### src/rtl/tm1638_spi_tx.sv
// TM1638 serial transmitter: an 18-bit word FIFO feeding a STB/SCLK/DIO serializer.
// Each word sends one or two bytes, LSB first, inside a single STB-low frame.
module tm1638_spi_tx #(
  parameter int unsigned DEPTH      = 8,
  parameter int unsigned CLK_DIV    = 4,
  parameter int unsigned GAP_CYCLES = 8
) (
  input  logic                   i_Clk,
  input  logic                   i_Rst,
  input  logic [17:0]            i_Data,
  input  logic                   i_Write,
  output logic                   o_Full,
  output logic                   o_Empty,
  output logic [$clog2(DEPTH):0] o_Level,
  output logic                   o_Busy,
  output logic                   o_Overflow,
  output logic                   o_STB,
  output logic                   o_SCLK,
  output logic                   o_DIO
);

  localparam int unsigned WW      = 18;
  localparam int unsigned AW      = $clog2(DEPTH);
  localparam int unsigned LW      = AW + 1;
  localparam int unsigned CNT_MAX = (CLK_DIV > GAP_CYCLES) ? CLK_DIV : GAP_CYCLES;
  localparam int unsigned CW      = $clog2(CNT_MAX + 1);
  localparam int unsigned H_LAST  = CLK_DIV - 1;
  localparam int unsigned G_LAST  = GAP_CYCLES - 1;
  localparam int unsigned BW      = 5;

  typedef enum logic [2:0] {
    IDLE   = 3'd0,
    START  = 3'd1,
    BIT_LO = 3'd2,
    BIT_HI = 3'd3,
    END    = 3'd4,
    GAP    = 3'd5
  } state_t;

  // FIFO storage and bookkeeping
  logic [WW-1:0] mem_q [DEPTH];
  logic [AW-1:0] wr_ptr_q, rd_ptr_q;
  logic [LW-1:0] count_q, count_d;
  logic          full_q, empty_q, ovf_q;
  logic          push_c, pop_c;
  logic [WW-1:0] head_c;

  // Serializer state
  state_t        state_q, state_d;
  logic [CW-1:0] cnt_q, cnt_d;
  logic [15:0]   sh_q, sh_d;
  logic [BW-1:0] bits_q, bits_d;
  logic          stb_q, stb_d;
  logic          sclk_q, sclk_d;
  logic          dio_q, dio_d;
  logic          busy_q, busy_d;

  assign push_c = i_Write && !full_q;
  assign head_c = mem_q[rd_ptr_q];

  always_comb begin
    count_d = count_q;
    case ({push_c, pop_c})
      2'b10:   count_d = count_q + LW'(1);
      2'b01:   count_d = count_q - LW'(1);
      default: count_d = count_q;
    endcase
  end

  // Full/empty/level are registered from the next count so they always agree
  always_ff @(posedge i_Clk) begin
    if (!i_Rst) begin
      wr_ptr_q <= '0;
      rd_ptr_q <= '0;
      count_q  <= '0;
      full_q   <= 1'b0;
      empty_q  <= 1'b1;
      ovf_q    <= 1'b0;
    end else begin
      if (push_c) wr_ptr_q <= wr_ptr_q + AW'(1);
      if (pop_c)  rd_ptr_q <= rd_ptr_q + AW'(1);
      count_q <= count_d;
      full_q  <= (count_d == LW'(DEPTH));
      empty_q <= (count_d == '0);
      if (i_Write && full_q) ovf_q <= 1'b1;
    end
  end

  always_ff @(posedge i_Clk) begin
    if (i_Rst && push_c) mem_q[wr_ptr_q] <= i_Data;
  end

  always_ff @(posedge i_Clk) begin
    if (!i_Rst) begin
      state_q <= IDLE;
      cnt_q   <= '0;
      sh_q    <= '0;
      bits_q  <= '0;
    end else begin
      state_q <= state_d;
      cnt_q   <= cnt_d;
      sh_q    <= sh_d;
      bits_q  <= bits_d;
    end
  end

  // Next state plus pin values; pins are registered, so they trail the state by one cycle
  always_comb begin
    state_d = state_q;
    cnt_d   = cnt_q;
    sh_d    = sh_q;
    bits_d  = bits_q;
    pop_c   = 1'b0;
    stb_d   = 1'b1;
    sclk_d  = 1'b1;
    dio_d   = 1'b1;
    busy_d  = (state_q != IDLE);

    case (state_q)
      IDLE: begin
        if (!empty_q) begin
          pop_c   = 1'b1;
          cnt_d   = '0;
          state_d = START;
          // Two-byte words are stored so that bit 0 of [15:8] leaves first
          if (head_c[17:16] == 2'b01) begin
            sh_d   = {head_c[7:0], head_c[15:8]};
            bits_d = BW'(16);
          end else begin
            sh_d   = {8'hFF, head_c[7:0]};
            bits_d = BW'(8);
          end
        end
      end
      START: begin
        stb_d = 1'b0;
        if (cnt_q == CW'(H_LAST)) begin
          cnt_d   = '0;
          state_d = BIT_LO;
        end else begin
          cnt_d = cnt_q + CW'(1);
        end
      end
      BIT_LO: begin
        stb_d  = 1'b0;
        sclk_d = 1'b0;
        dio_d  = sh_q[0];
        if (cnt_q == CW'(H_LAST)) begin
          cnt_d   = '0;
          state_d = BIT_HI;
        end else begin
          cnt_d = cnt_q + CW'(1);
        end
      end
      BIT_HI: begin
        stb_d = 1'b0;
        dio_d = sh_q[0];
        if (cnt_q == CW'(H_LAST)) begin
          cnt_d   = '0;
          sh_d    = sh_q >> 1;
          bits_d  = bits_q - BW'(1);
          state_d = (bits_q == BW'(1)) ? END : BIT_LO;
        end else begin
          cnt_d = cnt_q + CW'(1);
        end
      end
      END: begin
        stb_d = 1'b0;
        if (cnt_q == CW'(H_LAST)) begin
          cnt_d   = '0;
          state_d = GAP;
        end else begin
          cnt_d = cnt_q + CW'(1);
        end
      end
      GAP: begin
        if (cnt_q == CW'(G_LAST)) begin
          cnt_d   = '0;
          state_d = IDLE;
        end else begin
          cnt_d = cnt_q + CW'(1);
        end
      end
      default: begin
        state_d = IDLE;
        cnt_d   = '0;
      end
    endcase
  end

  always_ff @(posedge i_Clk) begin
    if (!i_Rst) begin
      stb_q  <= 1'b1;
      sclk_q <= 1'b1;
      dio_q  <= 1'b1;
      busy_q <= 1'b0;
    end else begin
      stb_q  <= stb_d;
      sclk_q <= sclk_d;
      dio_q  <= dio_d;
      busy_q <= busy_d;
    end
  end

  assign o_Full     = full_q;
  assign o_Empty    = empty_q;
  assign o_Level    = count_q;
  assign o_Busy     = busy_q;
  assign o_Overflow = ovf_q;
  assign o_STB      = stb_q;
  assign o_SCLK     = sclk_q;
  assign o_DIO      = dio_q;

endmodule

### config.mk
export PLATFORM = sky130hd
export DESIGN_NAME = tm1638_spi_tx
export DESIGN_NICKNAME = d
export VERILOG_FILES = /design/src/rtl/tm1638_spi_tx.sv
export SDC_FILE = /design/constraint.sdc
export NUM_CORES = 1
export LEC_CHECK = 0
export CORE_ASPECT_RATIO = 0.6
export CORE_MARGIN = 2
export CORE_UTILIZATION = 65
export DETAILED_ROUTE_END_ITERATION = 7
export DONT_BUFFER_PORTS = 1
export GPL_ROUTABILITY_DRIVEN = 0
export PLACE_DENSITY_LB_ADDON = 0.12
export SLEW_MARGIN = 25
export SYNTH_ARGS = -nofsm -noshare
export SYNTH_HDL_FRONTEND = slang
export SYNTH_SLANG_ARGS = --single-unit
export TNS_END_PERCENT = 20
### constraint.sdc
create_clock -name i_Clk -period 8 [get_ports i_Clk]
set_input_delay 1.2 -clock i_Clk [delete_from_list [all_inputs] [get_ports i_Clk]]
set_output_delay 1.2 -clock i_Clk [all_outputs]
set_load 0.01 [all_outputs]
-- Word-level counts from Yosys, hierarchy flattened
Memory sizes are Yosys's and may differ from the RTL's. A register that Yosys moved wholly into a read port is not among the register bits.
Cells that the tools add are included.
- add/subtract/negate cells: 6
- equal/unequal tests: 18
- reductions and logical operators: 13
- mux-type cells: 29
- operator list (kind ; number):
    16-bit 2-to-1 mux ; 3
    16-bit case mux with 2 select lines ; 1
    3-bit 2-to-1 mux ; 9
    3-bit case mux with 6 select lines ; 1
    5-bit 2-to-1 mux ; 3
    4-bit 2-to-1 mux ; 3
    2-bit != test, second input constant ; 6
    4-bit case mux with 3 select lines ; 1
    5-bit case mux with 2 select lines ; 1
    4-bit by 1-bit adder with 4-bit output, second input constant ; 2
    4-bit case mux with 2 select lines ; 1
    3-bit by 1-bit adder with 3-bit output, second input constant ; 2
    3-bit by 2-bit == test with 1-bit output, second input constant ; 2
    3-bit == test, second input constant ; 2
    1-bit 2-to-1 mux ; 6
    6-bit AND reduction ; 1
    5-bit by 1-bit == test with 1-bit output, second input constant ; 1
    5-bit by 1-bit subtractor with 5-bit output, second input constant ; 1
    2-bit by 1-bit == test with 1-bit output, second input constant ; 2
    4-bit by 2-bit == test with 1-bit output, second input constant ; 1
    4-bit by 3-bit == test with 1-bit output, second input constant ; 1
    4-bit == test, second input constant ; 1
    4-bit zero test ; 1
    4-bit OR reduction ; 1
    11 further kinds ; 13
- output and inout bits: 11
- bits in writable memories: 144
- word-level logic and storage cells: 81
- input bits: 21
- memories: 1
- bits in registers: 45
- memory list (memory ; words ; bits a word ; rd ports ; clocked after memory_dff ; wr ports ; RTL line ; RTL):
    mem_q ; 8 ; 18 ; 1 ; 1 ; 1 ; 41 ; logic [WW-1:0] mem_q [DEPTH];

-- Depth between registers and ports, before layout
- word-level depth: 5
- depth in mapped cells: 11
- mapped depth without buffers: 10

-- Worst setup path before layout
No wires, ideal clock.
- kind: in2reg
- from: input port i_Write
- to: memory mem_q[0][0], enable pin
- required time: 7584 ps
- stages on the path: 4
- setup slack: 4322 ps
- library setup time: 416 ps
- buffers on the path: 0
- data arrival time: 3262 ps
- cells stage by stage: nor2b_1 inv_1 or3_1 nor3_1
- cells in the longest elaborated chain, start to end: 4
- ends and longest elaborated chain (item ; RTL line ; RTL):
    from (decl) ; 11 ; input logic i_Write,
    1-bit logical AND ; 58 ; assign push_c = i_Write && !full_q;
    1-bit logical AND ; 90 ; if (i_Rst && push_c) mem_q[wr_ptr_q] <= i_Data;
    1-bit 2-to-1 mux ; 90 ;
    1-bit 2-to-1 mux (implied by the code) ; 90 ;
    to (decl) ; 41 ;
No other way between the ends.

-- Worst setup path in the final report
- from: input port i_Write
- to: memory mem_q[0][7], enable pin
The elaborated chain is that of the path after synthesis.

==> results.md <==
- Worst Path Buf+Inv: 2
- Number of enable flip-flop cells after synthesis: 144
- Antenna fix cells: 0
- CP cell instances: nor2b_1, inv_1, or3_1, nor3_2, buf_4
- RSZ-0062 raised after global routing: false
- Gate Count Post-Synth: 522
- Routed via count: 4407
- Fmax: 0.340 GHz
- Vias per cell: 6.38
- Vias in the first global route: 4175
- Core ar.: 11500 um^2
- Post-synth ARST share: 0
- Cts hold-fix bufs: 0
- Netlist cell types: 53
- Share of layout cells above drive strength 1: 0.149
- Crit path capture type: register
- Top cells by area, synth: edfxtp_1, dfxtp_1, mux4_2, mux2i_1, nor2_1
- Worst path slowest cell: nor3_2
- P_leak: 2.81 nW
- Max-slew violations: 0
- VDD IR max: 0.215 mV
- Sequential area share after synthesis: 0.677
- Worst min-delay path class: register to register
- Cell family with most CP delay: simple AND/OR/NAND/NOR gates
- Post-CTS setup buffers: 0
- CTS tree: yes
- Post-Place Cells: 659
- CTS H-tree depth: 4
- Fin nets: 547
- Die ar.: 12900 um^2
- Global-route wire length before repair: 23.5 mm
- Cts repair resizes: 0
- Hpwl dp: 9.75 mm
- Max FO, Critical Path: 10
- Final Cycle Share: 0.367
- Gr ovfl total: 0
- Largest net degree at the start of global routing: 45
- Pwr dens: 325 nW/um^2
- CP startpoint kind: input pin
- Initial antenna violation count: 0
- Post-Syn Nets: 551
- Relative slew slack: 0.310
- DRC viols: 0
- Slowest stage delay, CP: 0.58 ns
- Synth top area share: 0.554
- Post-synth top flop: edfxtp_1
- Post-synth top cells: edfxtp_1, dfxtp_1, nor2_1, mux2i_1
- Endpoints failing setup: 0
- Final Critical Period: 2.94 ns
- DR WL/cell: 21.7 um
- CTS Root Cell: clkbuf_16
- Worst-skew pair later-pin latency: 0.43 ns
- Syn. warnings: 0
- Crit path kind: input pin to register
- Synthesized area: 7800 um^2
- Initial DRC count: 407
- #FFs+latches synth: 192
- Outcome: finished clean
- Initial Util: 0.679
- Worst Max-Slew Pin Slew: 1.03 ns
- Tot GR Track Use: 0.248
- IO buf count: 0
- DRT Wirelength: 15.0 mm
- Layout area overhead: 9.36%
- Most frequent cell after synthesis: edfxtp_1
- Max Buffers Root-to-Sink: 2
- # IOs: 32
- Max Cap Violations: 0
- Synth area leader: edfxtp_1
- CTS Buf Count: 17
- Final hold violation count: 0
- Num rows: 30
- # clock sinks: 192
- Mean Syn Cell Area: 14.9 um^2
- CP Data Arrival Time: 3.07 ns
- Non-Filler Instances: 691
- Clock skew: 0.0101 ns
- Final TNS setup: 0 ns
- Routed Antenna Nets: 0
- Die Y-Extent: 88.9 um
- TritonRoute pass-1 iters: 5
- Worst EP required: 8.14 ns
- Die span in x: 145 um
- CTS clock-pin slew for the worst setup and hold paths: 0.07 ns
## cell usage in the layout, fill, tap and decap left out, types with 4 or more instances in the layout
cell type and instances:
a211o_1 7, a21oi_1 24, a22o_1 7, a22oi_1 9, a31oi_1 8, buf_4 6, clkbuf_16 18, clkinv_4 4
dfxtp_1 47, edfxtp_1 144, ha_1 8, inv_1 7, inv_6 4, mux2i_1 26, mux4_2 24, nand2_1 15
nand2b_1 8, nand3_1 12, nand3b_1 4, nand4_1 8, nor2_1 31, nor2b_1 8, nor3_1 7, nor3b_1 5
o21a_1 9, o21ai_0 21, xnor2_1 4, xor2_1 6
## path summary, 6_finish.rpt
path / start / to / slack [ns] / cells after the start
worst min register to register: sh_q[0]$_SDFFE_PN0P_ / o_DIO$_SDFF_PN1_ / 0.48 / 1
worst max register to register: state_q[2]$_SDFFE_PN0P_ / o_Full$_SDFF_PN0_ / 5.12 / 10
worst max-delay path: i_Write / mem_q[0][7]$_DFFE_PP_ / 5.06 / 5
worst min-delay path: sh_q[0]$_SDFFE_PN0P_ / o_DIO$_SDFF_PN1_ / 0.48 / 1
## flip-flops by register name, summed over array words and instances (netlist names), 3 cells and up, named ones only
register / count
bits_q: 5
wr_ptr_q: 3
o_Level: 4
cnt_q: 4
sh_q: 16
state_q: 3
mem_q: 144
rd_ptr_q: 3
## layer usage
metal | share of wire | wire length, um | global-route usage | up-vias
met5 | 0 | 0 | 0 | -
met4 | 0.015 | 229 | 0.0954 | 0
met3 | 0.057 | 851 | 0.0443 | 17
met2 | 0.44 | 6620 | 0.364 | 160
met1 | 0.49 | 7290 | 0.380 | 2207
li1 | - | - | - | 2023
## layout make-up
| class | count | area [um^2] |
|---|---|---|
| multi-input combinational | 294 | 2380 |
| tap | 160 | 200 |
| sequential | 192 | 5290 |
| timing repair buffer | 6 | 45.0 |
| inverter | 7 | 26.3 |
| fill | 727 | 2950 |
| clock buffer | 19 | 454 |
| clock inverter | 13 | 145 |
## report_power, final
| part | switching (mW) | internal (mW) |
|---|---|---|
| registers | 0.0827 | 1.17 |
| clock network | 0.388 | 0.461 |
| logic | 0.388 | 0.276 |
| total | 0.859 | 1.91 |
## stage by stage
stage	hold WS (ns)	worst slack, ns	utilization	instance area [um^2]	total power, mW
2_1_floorplan	0.420	4.32	-	7800	1.79
3_3_place_gp	0.453	4.69	0.690	7920	1.90
3_5_place_dp	0.463	4.63	0.690	7930	1.93
4_1_cts	0.479	5.07	0.743	8530	2.77
5_1_grt	0.479	4.92	0.743	8530	2.88
6_report	0.479	5.06	0.743	8530	2.77
## kinds of logic (layout without fill, tap and decap cells)
| logic type | count (synthesis) | in the layout | synth area share |
|---|---|---|---|
| AOI/OAI and AO/OA | 101 | 101 | 0.0845 |
| xor gates and xnor gates | 10 | 10 | 0.0112 |
| adders and majority gates | 8 | 8 | 0.0128 |
| buffers and inverters | 36 | 45 | 0.0232 |
| DFF | 192 | 192 | 0.677 |
| muxes | 51 | 51 | 0.104 |
| and+or+nand+nor | 124 | 124 | 0.0869 |
No activity file was read; power rests on OpenSTA's default activity.
==> variant, RTL diff (same flow settings) <==
`sh_q` no longer has a reset.
--- a/src/rtl/tm1638_spi_tx.sv
+++ b/src/rtl/tm1638_spi_tx.sv
@@ -95,12 +95,14 @@
       state_q <= IDLE;
       cnt_q   <= '0;
-      sh_q    <= '0;
       bits_q  <= '0;
     end else begin
       state_q <= state_d;
       cnt_q   <= cnt_d;
-      sh_q    <= sh_d;
       bits_q  <= bits_d;
     end
+  end
+
+  always_ff @(posedge i_Clk) begin
+    sh_q <= sh_d;
   end
 
Check against the original RTL: no difference found for any inputs over 10 cycles, from zero or initial values and one cycle with i_Rst low; that may be too few to reach the edited logic, so the function may still have changed.
==> variant against the original RTL <==
  * Final area decreased by 0.18%
  * Area after synthesis decreased by 0.87%
  * Power decreased by 4.0%
  * Core utilization increased by 0.11 points
  * Worst setup slack got worse by 210 ps
  * Non-clock buffer count increased by 1
  * Die area decreased by 0.84%
  * Clock power decreased by 2.6%
  * First-iteration DRC count increased by 11%
  * Routed wire length decreased by 5.7%
  * Synthesized cell count decreased by 11%
  * Sequential cell count unchanged
  * Register-to-register slack improved by 130 ps
  * Fmax decreased by 6.7%
  * Critical endpoint unchanged
  * Highest routed layer unchanged
==> variant: results (changes against the original RTL) <==
metric	value	unit	change
Post-Syn Nets	494		-10%
placed cell count	610		-7.4%
pre-CTS setup slack	4440	ps	-186 ps
initial antenna violation count	0		unchanged
Worst Hold Class	reg -> reg		
Worst R2R End	mem_q[0][7]		
headroom to the max-slew limit	35.5	%	+4.5 points
number of flops mapped to enable cells by yosys	160		+11%
Nets	499		-8.8%
clock buffer depth	2		unchanged
first-pass GRT wire length	22200	µm	-5.6%
crit-path max FO	10		unchanged
Critical Path Max Stage Delay	710	ps	+130 ps
cts repair resizes	0		unchanged
largest cells by area after synthesis	edfxtp_1, mux4_2, dfxtp_1		
worst setup path class	in -> reg		
Synth warnings	0		unchanged
layout cells sized above 1	20.1	%	+5.2 points
Via density	6.34		-0.56%
hpwl dp	8850	µm	-9.2%
Distinct cells, synth	56		+5.7%
vias in the first global route	3831		-8.2%
post-synthesis average cell area	16.6	µm²	+11%
largest net degree at the start of global routing	38		-16%
Post-synth top cells	edfxtp_1, nor2_1, dfxtp_1, mux4_2, a21oi_1		
Worst Setup SP	i_Write		
top flop regs	mem_q: 144 flops, sh_q: 16 flops, bits_q: 5 flops		
1st-iter DRT viols	451		+11%
Pre-antenna DRT Iters	5		unchanged
final cell count without fillers	643		-6.9%
Synth async-reset ratio	0	%	unchanged
R2R cell count	5		-5
leakage	2.72	nW	-3.0%
setup ws final	4850	ps	-211 ps
outcome	complete, no violations		
per-cell routed wire length	22.0	µm	+1.4%
Crit Reg-Reg Startpoint	o_Full		
sequential area share after synthesis	70.4	%	+2.7 points
clk slew on worst S/H paths	80	ps	
Total GRT Usage	24.4	%	-0.45 points
area post-placement	0.00790	mm²	-0.38%
VDD IR max	0.175	mV	-19%
R2R Setup Slk	5250	ps	+130 ps
CP Data Arrival Time	3270	ps	+200 ps
Clock Skews	11.3	ps	+1.20 ps
==> variant: cell count changes in the layout (fill, tap and decap cells not counted), sizes merged, moves of 8 or more <==
cell	change
dfxtp	-16
mux4	+8
o21ai	-16
nand2b	+8
mux2i	-16
edfxtp	+16
and3	+8
==> variant: layout make-up <==
type | count | area (µm²)
clock buffers | 17 | 425
clock inverters | 15 | 163
fillers | 672 | 2930
inverters | 6 | 22.5
multi-input cells | 246 | 2210
flip-flops and latches | 192 | 5450
well taps | 160 | 200
repair buffers | 7 | 56.3
==> variant: power by group <==
| group | leakage [nW] | internal, mW | switching, mW |
|---|---|---|---|
| logic | 0.740 | 0.239 | 0.312 |
| clock network | 0.285 | 0.420 | 0.407 |
| registers | 1.70 | 1.20 | 0.0809 |
| total | 2.72 | 1.86 | 0.800 |
==> variant: cell families after synthesis <==
logic type	after synthesis	share of synthesized area, %
AO/OA/AOI/OAI	56	5.47
multiplexers	44	10.9
XOR/XNOR	9	1.02
adder cells (fa/ha/maj)	8	1.29
buffers and inverters	27	1.81
AND/OR/NAND/NOR	129	9.12
flip-flops	192	70.4
==> variant: metal layers <==
| metal | track usage, % | wire length (µm) |
|---|---|---|
| met5 | 0 | 0 |
| met4 | 7.77 | 125 |
| met2 | 33.5 | 6220 |
| met1 | 39.6 | 6620 |
| met3 | 5.14 | 1190 |
==> variant: how the worst min path moves through the flow <==
stage	start	endpoint	slack, ps	cells after the start
5_1_grt	bits_q[0]	bits_q[0]	530	2
2_1_floorplan	sh_q[0]	o_DIO	420	1
4_1_cts	bits_q[0]	bits_q[0]	510	2
6_report	sh_q[0]	o_DIO	510	1
3_5_place_dp	sh_q[0]	o_DIO	480	1
3_3_place_gp	sh_q[0]	o_DIO	510	1
